File: config.mk
export PLATFORM = sky130hd
export DESIGN_NAME = mem_port_arbiter_flat
export DESIGN_NICKNAME = d
export VERILOG_FILES = /design/src/rtl/mem_port_arbiter_pkg.sv /design/src/rtl/mem_port_arbiter_if.sv /design/src/rtl/mem_port_arbiter_addr_check.sv /design/src/rtl/mem_port_arbiter.sv /design/src/flat_wrapper.sv
export SDC_FILE = /design/constraint.sdc
export NUM_CORES = 1
export LEC_CHECK = 0
export BUFFER_PORTS_ARGS = -buffer_cell sky130_fd_sc_hd__buf_2
export CORE_MARGIN = 8
export CORE_UTILIZATION = 50
export CTS_CLUSTER_DIAMETER = 150
export DETAILED_ROUTE_END_ITERATION = 7
export HOLD_SLACK_MARGIN = 0.12
export PLACE_DENSITY = 0.85
export SYNTH_ARGS = -nofsm -noshare
export SYNTH_HDL_FRONTEND = slang
export SYNTH_HIERARCHICAL = 1
export SYNTH_SLANG_ARGS = --single-unit
File: constraint.sdc
create_clock -name clk -period 2.6 [get_ports clk]
set_input_delay 0.26 -clock clk [delete_from_list [all_inputs] [get_ports clk]]
set_output_delay 0.26 -clock clk [all_outputs]
set_load 0.02 [all_outputs]
File: src/rtl/mem_port_arbiter_pkg.sv
// mem_port_arbiter_pkg: shared widths, FSM encoding and port ids for the memory port arbiter.
package mem_port_arbiter_pkg;
  localparam int ADDR_W = 32;
  localparam int DATA_W = 32;
  localparam int MEM_BYTES_DEF = 1024;
  typedef enum logic [1:0] {IDLE = 2'd0, GNT_I = 2'd1, GNT_D = 2'd2, ACK = 2'd3} state_t;
  localparam logic PORT_I = 1'b0;
  localparam logic PORT_D = 1'b1;
endpackage

File: src/rtl/mem_port_arbiter_if.sv
// mem_port_arbiter_if: requester handshakes plus the memory bus; master = requesters/memory, slave = arbiter.
interface mem_port_arbiter_if;
  import mem_port_arbiter_pkg::*;
  logic i_req;
  logic [ADDR_W-1:0] i_addr;
  logic [DATA_W-1:0] i_rdata;
  logic i_ack;
  logic i_err;
  logic d_req;
  logic d_we;
  logic [ADDR_W-1:0] d_addr;
  logic [DATA_W-1:0] d_wdata;
  logic [DATA_W-1:0] d_rdata;
  logic d_ack;
  logic d_err;
  logic mem_read;
  logic mem_write;
  logic [ADDR_W-1:0] mem_addr;
  logic [DATA_W-1:0] mem_wd;
  logic [DATA_W-1:0] mem_rd;
  modport master (
    output i_req, i_addr, d_req, d_we, d_addr, d_wdata, mem_rd,
    input i_rdata, i_ack, i_err, d_rdata, d_ack, d_err, mem_read, mem_write, mem_addr, mem_wd
  );
  modport slave (
    input i_req, i_addr, d_req, d_we, d_addr, d_wdata, mem_rd,
    output i_rdata, i_ack, i_err, d_rdata, d_ack, d_err, mem_read, mem_write, mem_addr, mem_wd
  );
endinterface

File: src/rtl/mem_port_arbiter_addr_check.sv
// mem_addr_check: flags word accesses that are misaligned or run past the end of memory.
module mem_addr_check
  import mem_port_arbiter_pkg::*;
#(
  parameter int MEM_BYTES = MEM_BYTES_DEF
) (
  input  logic [ADDR_W-1:0] addr,
  output logic              illegal
);
  assign illegal = (|addr[1:0]) || (addr > ADDR_W'(MEM_BYTES - 4));
endmodule

File: src/rtl/mem_port_arbiter.sv
// mem_port_arbiter: round-robin sharing of one data memory between the fetch (I) and MEM-stage (D) ports.
module mem_port_arbiter
  import mem_port_arbiter_pkg::*;
#(
  parameter int MEM_BYTES = MEM_BYTES_DEF
) (
  input logic clk,
  input logic rst_n,
  mem_port_arbiter_if.slave bus
);
  state_t state_q, state_d;
  logic last_q, last_d, port_q, port_d, we_q, we_d;
  logic i_ack_q, i_ack_d, d_ack_q, d_ack_d, i_err_q, i_err_d, d_err_q, d_err_d;
  logic [ADDR_W-1:0] addr_q, addr_d, mem_addr_q, mem_addr_d;
  logic [DATA_W-1:0] wdata_q, wdata_d, mem_wd_q, mem_wd_d;
  logic [DATA_W-1:0] i_rdata_q, i_rdata_d, d_rdata_q, d_rdata_d, rd_val;
  logic illegal, gnt, go, rd, wr, pick_d;
  mem_addr_check #(.MEM_BYTES(MEM_BYTES)) u_chk (.addr(addr_q), .illegal(illegal));
  assign gnt = (state_q == GNT_I) || (state_q == GNT_D);
  assign go = gnt && !illegal;
  assign rd = go && !we_q;
  assign wr = go && we_q;
  assign rd_val = rd ? bus.mem_rd : '0;
  // D wins unless it was the last port served while I is also waiting
  assign pick_d = bus.d_req && (!bus.i_req || last_q == PORT_I);
  always_comb begin
    state_d = state_q;
    last_d = last_q;
    port_d = port_q;
    we_d = we_q;
    addr_d = addr_q;
    wdata_d = wdata_q;
    mem_addr_d = mem_addr_q;
    mem_wd_d = mem_wd_q;
    i_rdata_d = i_rdata_q;
    d_rdata_d = d_rdata_q;
    i_ack_d = 1'b0;
    d_ack_d = 1'b0;
    i_err_d = 1'b0;
    d_err_d = 1'b0;
    case (state_q)
      IDLE: if (bus.i_req || bus.d_req) begin
        state_d = pick_d ? GNT_D : GNT_I;
        port_d = pick_d ? PORT_D : PORT_I;
        last_d = pick_d ? PORT_D : PORT_I;
        addr_d = pick_d ? bus.d_addr : bus.i_addr;
        we_d = pick_d && bus.d_we;
        wdata_d = pick_d ? bus.d_wdata : wdata_q;
      end
      GNT_I, GNT_D: begin
        state_d = ACK;
        mem_addr_d = go ? addr_q : mem_addr_q;
        mem_wd_d = wr ? wdata_q : mem_wd_q;
        i_ack_d = port_q == PORT_I;
        d_ack_d = port_q == PORT_D;
        i_err_d = (port_q == PORT_I) && illegal;
        d_err_d = (port_q == PORT_D) && illegal;
        i_rdata_d = (port_q == PORT_I) ? rd_val : i_rdata_q;
        d_rdata_d = (port_q == PORT_D) ? rd_val : d_rdata_q;
      end
      default: state_d = IDLE;
    endcase
  end
  always_ff @(posedge clk) begin
    if (!rst_n) begin
      state_q <= IDLE;
      last_q <= PORT_I;
      port_q <= PORT_I;
      we_q <= 1'b0;
      addr_q <= '0;
      wdata_q <= '0;
      mem_addr_q <= '0;
      mem_wd_q <= '0;
      i_rdata_q <= '0;
      d_rdata_q <= '0;
      i_ack_q <= 1'b0;
      d_ack_q <= 1'b0;
      i_err_q <= 1'b0;
      d_err_q <= 1'b0;
    end else begin
      state_q <= state_d;
      last_q <= last_d;
      port_q <= port_d;
      we_q <= we_d;
      addr_q <= addr_d;
      wdata_q <= wdata_d;
      mem_addr_q <= mem_addr_d;
      mem_wd_q <= mem_wd_d;
      i_rdata_q <= i_rdata_d;
      d_rdata_q <= d_rdata_d;
      i_ack_q <= i_ack_d;
      d_ack_q <= d_ack_d;
      i_err_q <= i_err_d;
      d_err_q <= d_err_d;
    end
  end
  assign bus.mem_read = rd;
  assign bus.mem_write = wr;
  assign bus.mem_addr = go ? addr_q : mem_addr_q;
  assign bus.mem_wd = wr ? wdata_q : mem_wd_q;
  assign bus.i_ack = i_ack_q;
  assign bus.d_ack = d_ack_q;
  assign bus.i_err = i_err_q;
  assign bus.d_err = d_err_q;
  assign bus.i_rdata = i_rdata_q;
  assign bus.d_rdata = d_rdata_q;
endmodule

File: src/flat_wrapper.sv
// flat-port wrapper written by rule: the top's interface ports become plain ports
module mem_port_arbiter_flat import mem_port_arbiter_pkg::*;
#(
  parameter int MEM_BYTES = MEM_BYTES_DEF
)
  (clk, rst_n, bus_i_req, bus_i_addr, bus_d_req, bus_d_we, bus_d_addr, bus_d_wdata, bus_mem_rd, bus_i_rdata, bus_i_ack, bus_i_err, bus_d_rdata, bus_d_ack, bus_d_err, bus_mem_read, bus_mem_write, bus_mem_addr, bus_mem_wd);
  mem_port_arbiter_if bus_i ();
  input logic clk;
  input logic rst_n;
  input wire logic [$bits(bus_i.i_req)-1:0] bus_i_req;
  input wire logic [$bits(bus_i.i_addr)-1:0] bus_i_addr;
  input wire logic [$bits(bus_i.d_req)-1:0] bus_d_req;
  input wire logic [$bits(bus_i.d_we)-1:0] bus_d_we;
  input wire logic [$bits(bus_i.d_addr)-1:0] bus_d_addr;
  input wire logic [$bits(bus_i.d_wdata)-1:0] bus_d_wdata;
  input wire logic [$bits(bus_i.mem_rd)-1:0] bus_mem_rd;
  output wire logic [$bits(bus_i.i_rdata)-1:0] bus_i_rdata;
  output wire logic [$bits(bus_i.i_ack)-1:0] bus_i_ack;
  output wire logic [$bits(bus_i.i_err)-1:0] bus_i_err;
  output wire logic [$bits(bus_i.d_rdata)-1:0] bus_d_rdata;
  output wire logic [$bits(bus_i.d_ack)-1:0] bus_d_ack;
  output wire logic [$bits(bus_i.d_err)-1:0] bus_d_err;
  output wire logic [$bits(bus_i.mem_read)-1:0] bus_mem_read;
  output wire logic [$bits(bus_i.mem_write)-1:0] bus_mem_write;
  output wire logic [$bits(bus_i.mem_addr)-1:0] bus_mem_addr;
  output wire logic [$bits(bus_i.mem_wd)-1:0] bus_mem_wd;
  assign bus_i.i_req = bus_i_req;
  assign bus_i.i_addr = bus_i_addr;
  assign bus_i.d_req = bus_d_req;
  assign bus_i.d_we = bus_d_we;
  assign bus_i.d_addr = bus_d_addr;
  assign bus_i.d_wdata = bus_d_wdata;
  assign bus_i.mem_rd = bus_mem_rd;
  assign bus_i_rdata = bus_i.i_rdata;
  assign bus_i_ack = bus_i.i_ack;
  assign bus_i_err = bus_i.i_err;
  assign bus_d_rdata = bus_i.d_rdata;
  assign bus_d_ack = bus_i.d_ack;
  assign bus_d_err = bus_i.d_err;
  assign bus_mem_read = bus_i.mem_read;
  assign bus_mem_write = bus_i.mem_write;
  assign bus_mem_addr = bus_i.mem_addr;
  assign bus_mem_wd = bus_i.mem_wd;
  mem_port_arbiter #(.MEM_BYTES(MEM_BYTES)) u_core (.clk(clk), .rst_n(rst_n), .bus(bus_i));
endmodule
==> metrics <==
power share of the sequential group=0.425; fin. max-slew vios=0; CTS tree=built; CP delay by family, top=simple AND/OR/NAND/NOR gates; clock network fraction of total power=0.346; area of the multi-input gates=3440 um^2; setup slack, reg-to-reg=150 ps; clock-pin slew on the worst setup and hold paths=80 ps; IO buf count=266; Mapped Cells=723; Area growth, synth to finish=46.9%; slowest stage cell, crit path=dfxtp_1; total die area=19,600 um^2; mux cell area share after synthesis=0.120; Setup WS pre-CTS=286 ps; largest net degree at the start of global routing=59; Boundary Pins=267; GRT Total Usage=0.268; Root Buffer=clkbuf_16; reg-to-reg endpoint=u_core/addr_q[21]; Max Cap Viol=0; final setup vio count=57; startpoint type of the worst setup path=flop; GR Overflow Total=0; Slew @ Worst Pin=1090 ps; CTS sink count=200; Critical Path AT=2380 ps; Synth Register Bits=200; routability cong.=0.828; share of cells above drive strength 1=0.369; Filler cells=928; CP Cell Sequence=nor4_2 > and4_1 > nand3_2 > nand2b_4 > buf_16 > mux2_4 > buf_6; setup slack after layout=-42.9 ps; vias per cell=5.64; failing checks=setup timing; Compound-Gate Fraction of Synth Area=0.198; first-pass GRT wire length=42,300 um; Post-synth EDFFs=0; Syn Nets=858; max_slew headroom=0.276; Die W=140 um; WL/cell=21.6 um; worst hold margin=136 ps; antenna violations before repair=4; Pleak=5.38 nW; Gate power share=0.229; commonest cells after routing, fill and taps aside=buf_2, dfxtp_1, dlygate4sd3_1; adder-cell area share of the yosys netlist=0.00325; switch share=0.313; run status=complete, but fails checks; Initial Util=0.509; Setup CP Type=reg2out; setup_tns=-1200 ps; Pwr Total=8.65 mW; asr flop ratio synth=0; Post-Syn Area=7700 um^2; Die Y=140 um; Clock Latency Late Sink=420 ps; switching power=2.71 mW; Critical Path End Type=output port; Initial DRT Pass Iterations=5; synth warn=6; post-layout net count=1,216; DR vias=7,261; Max Clock Freq=0.378 GHz; core area=15,100 um^2; Iteration-0 DRC Markers=511; Post-Synth XOR/XNOR Area=0; Max IR drop VDD=504 uV; Reg2Reg Depth=8; simple-gate share of the synthesized area=0.114; Post-Route WL=27,800 um; Final Hold Fails=0; Final Critical Period=2640 ps; internal power=5.94 mW; CP required=2340 ps; Reg-to-Reg Start=u_core/state_q[0]; pwr/cell area=764 nW/um^2; Hold Path Class=in2reg; Sequential cell area=4010 um^2; ANT nets after route=0; post-synthesis sequential area ratio=0.520; drt drc=0; RSZ-0062 raised after global routing=yes; CTS buffer count=17; worst-case clock buffer depth=2; skew final=10.3 ps; H-tree Lvls=4; CP peak stage delay=340 ps; critical path depth=7; # rows=45; Worst Setup EP=bus_mem_addr[22]; vias in the first global route=7,747; crit path buf inv count=2; HPWL after detailed placement=15,400 um; fin crit share=1.02; largest family of logic cells by synthesized area=compound AO/OA/AOI/OAI gates; CP max FO=8; Synth cell types=32; Setup crit start=u_core/addr_q[29]; commonest non-fill, non-tap cell in the layout=buf_2; ys flop type=dfxtp_1; Avg Cell Area, Syn=10.7 um^2
-- worst min-delay path by stage --
stage,start,endpoint,slack [ps],cells after the start
2_1_floorplan,bus_mem_rd[10],u_core/bus.d_rdata[10],390,1
3_3_place_gp,u_core/bus.d_rdata[3],u_core/bus.d_rdata[3],450,1
3_5_place_dp,u_core/bus.d_rdata[15],u_core/bus.d_rdata[15],450,1
4_1_cts,bus_d_addr[10],u_core/addr_q[10],120,3
5_1_grt,bus_d_wdata[31],u_core/wdata_q[31],130,3
6_report,bus_d_addr[10],u_core/addr_q[10],140,3
-- sequential cells by signal (all words and copies together), names as in the netlist --
signal	cells
u_core/addr_q	32
u_core/bus.d_ack	1
u_core/bus.d_err	1
u_core/bus.d_rdata	32
u_core/bus.i_ack	1
u_core/bus.i_err	1
u_core/bus.i_rdata	32
u_core/mem_addr_q	32
u_core/mem_wd_q	32
u_core/port_q	1
u_core/state_q	2
u_core/wdata_q	32
u_core/we_q	1
-- cells by family (layout without fill, tap and decap cells) --
logic type	count (synthesis)	count (layout)
DFF	200	200
and+or+nand+nor	155	155
other	0	5
muxes	64	64
buffers and inverters	66	437
adders and majority gates	2	2
AOI/OAI and AO/OA	236	236
-- Yosys cell counts, types with 2 or more instances --
library cell | count | share of area
mux2_4 | 55 | 0.11
o21ai_0 | 64 | 0.042
a21boi_0 | 20 | 0.019
buf_6 | 6 | 0.0088
buf_2 | 16 | 0.010
nor4_1 | 6 | 0.0049
o22ai_1 | 3 | 0.0024
a21boi_1 | 15 | 0.015
clkbuf_1 | 30 | 0.015
buf_1 | 2 | 0.00097
nand2_1 | 35 | 0.017
nand3_1 | 33 | 0.021
a22o_1 | 64 | 0.073
mux2_2 | 9 | 0.013
a21oi_1 | 65 | 0.042
nor4_4 | 2 | 0.0055
nor2_1 | 3 | 0.0015
buf_4 | 7 | 0.0068
ha_1 | 2 | 0.0032
nand2b_1 | 5 | 0.0041
and2_1 | 67 | 0.054
dfxtp_1 | 200 | 0.52
inv_1 | 4 | 0.0019
a32oi_1 | 2 | 0.0023
-- layout make-up --
cell class | instances | share of cell area
Antenna cell | 5 | 0.00111
Tap cell | 188 | 0.0208
Inverter | 5 | 0.00166
Multi-Input combinational cell | 457 | 0.304
Clock inverter | 14 | 0.0209
Timing Repair Buffer | 400 | 0.259
Sequential cell | 200 | 0.354
Clock buffer | 18 | 0.0388
-- worst min-delay path, delay by kind of cell --
family	cells	cell delay, ps
AOI/OAI and AO/OA	2	190
buffers and inverters	1	70
-- repair_timing --
item	in CTS	in global routing
cloned	3	1
resized for setup	18	69
pin swaps	1	1
buffers inserted	3	0
setup endpoints to repair	65	69
hold endpoints to repair	126	0
hold buffers	111	0
-- metrics by stage --
stage	cells	util	cell area (um^2)
global route	1286	0.747	11300
finish	1287	0.748	11300
detailed placement	1135	0.606	9180
CTS	1283	0.735	11100
global placement	1135	0.606	9180
floorplan	723	-	7700
-- power by group through the flow --
stage | Clock [mW] | Combinational [mW] | Sequential (mW)
6_report | 2.99 | 1.98 | 3.68
5_1_grt | 3.15 | 2.14 | 3.71
4_1_cts | 3.02 | 1.87 | 3.64
3_5_place_dp | 0 | 1.59 | 3.69
3_3_place_gp | 0 | 1.56 | 3.69
2_1_floorplan | 0 | 1.04 | 3.62
-- routing by layer --
metal	GRT usage	vias up	part of all wire
met4	0.144	0	0.048
met5	0	-	0
met2	0.472	473	0.51
met1	0.291	3409	0.36
met3	0.0703	94	0.081
li1	-	3285	-
Note: power is estimated with default switching activity, not from simulation.
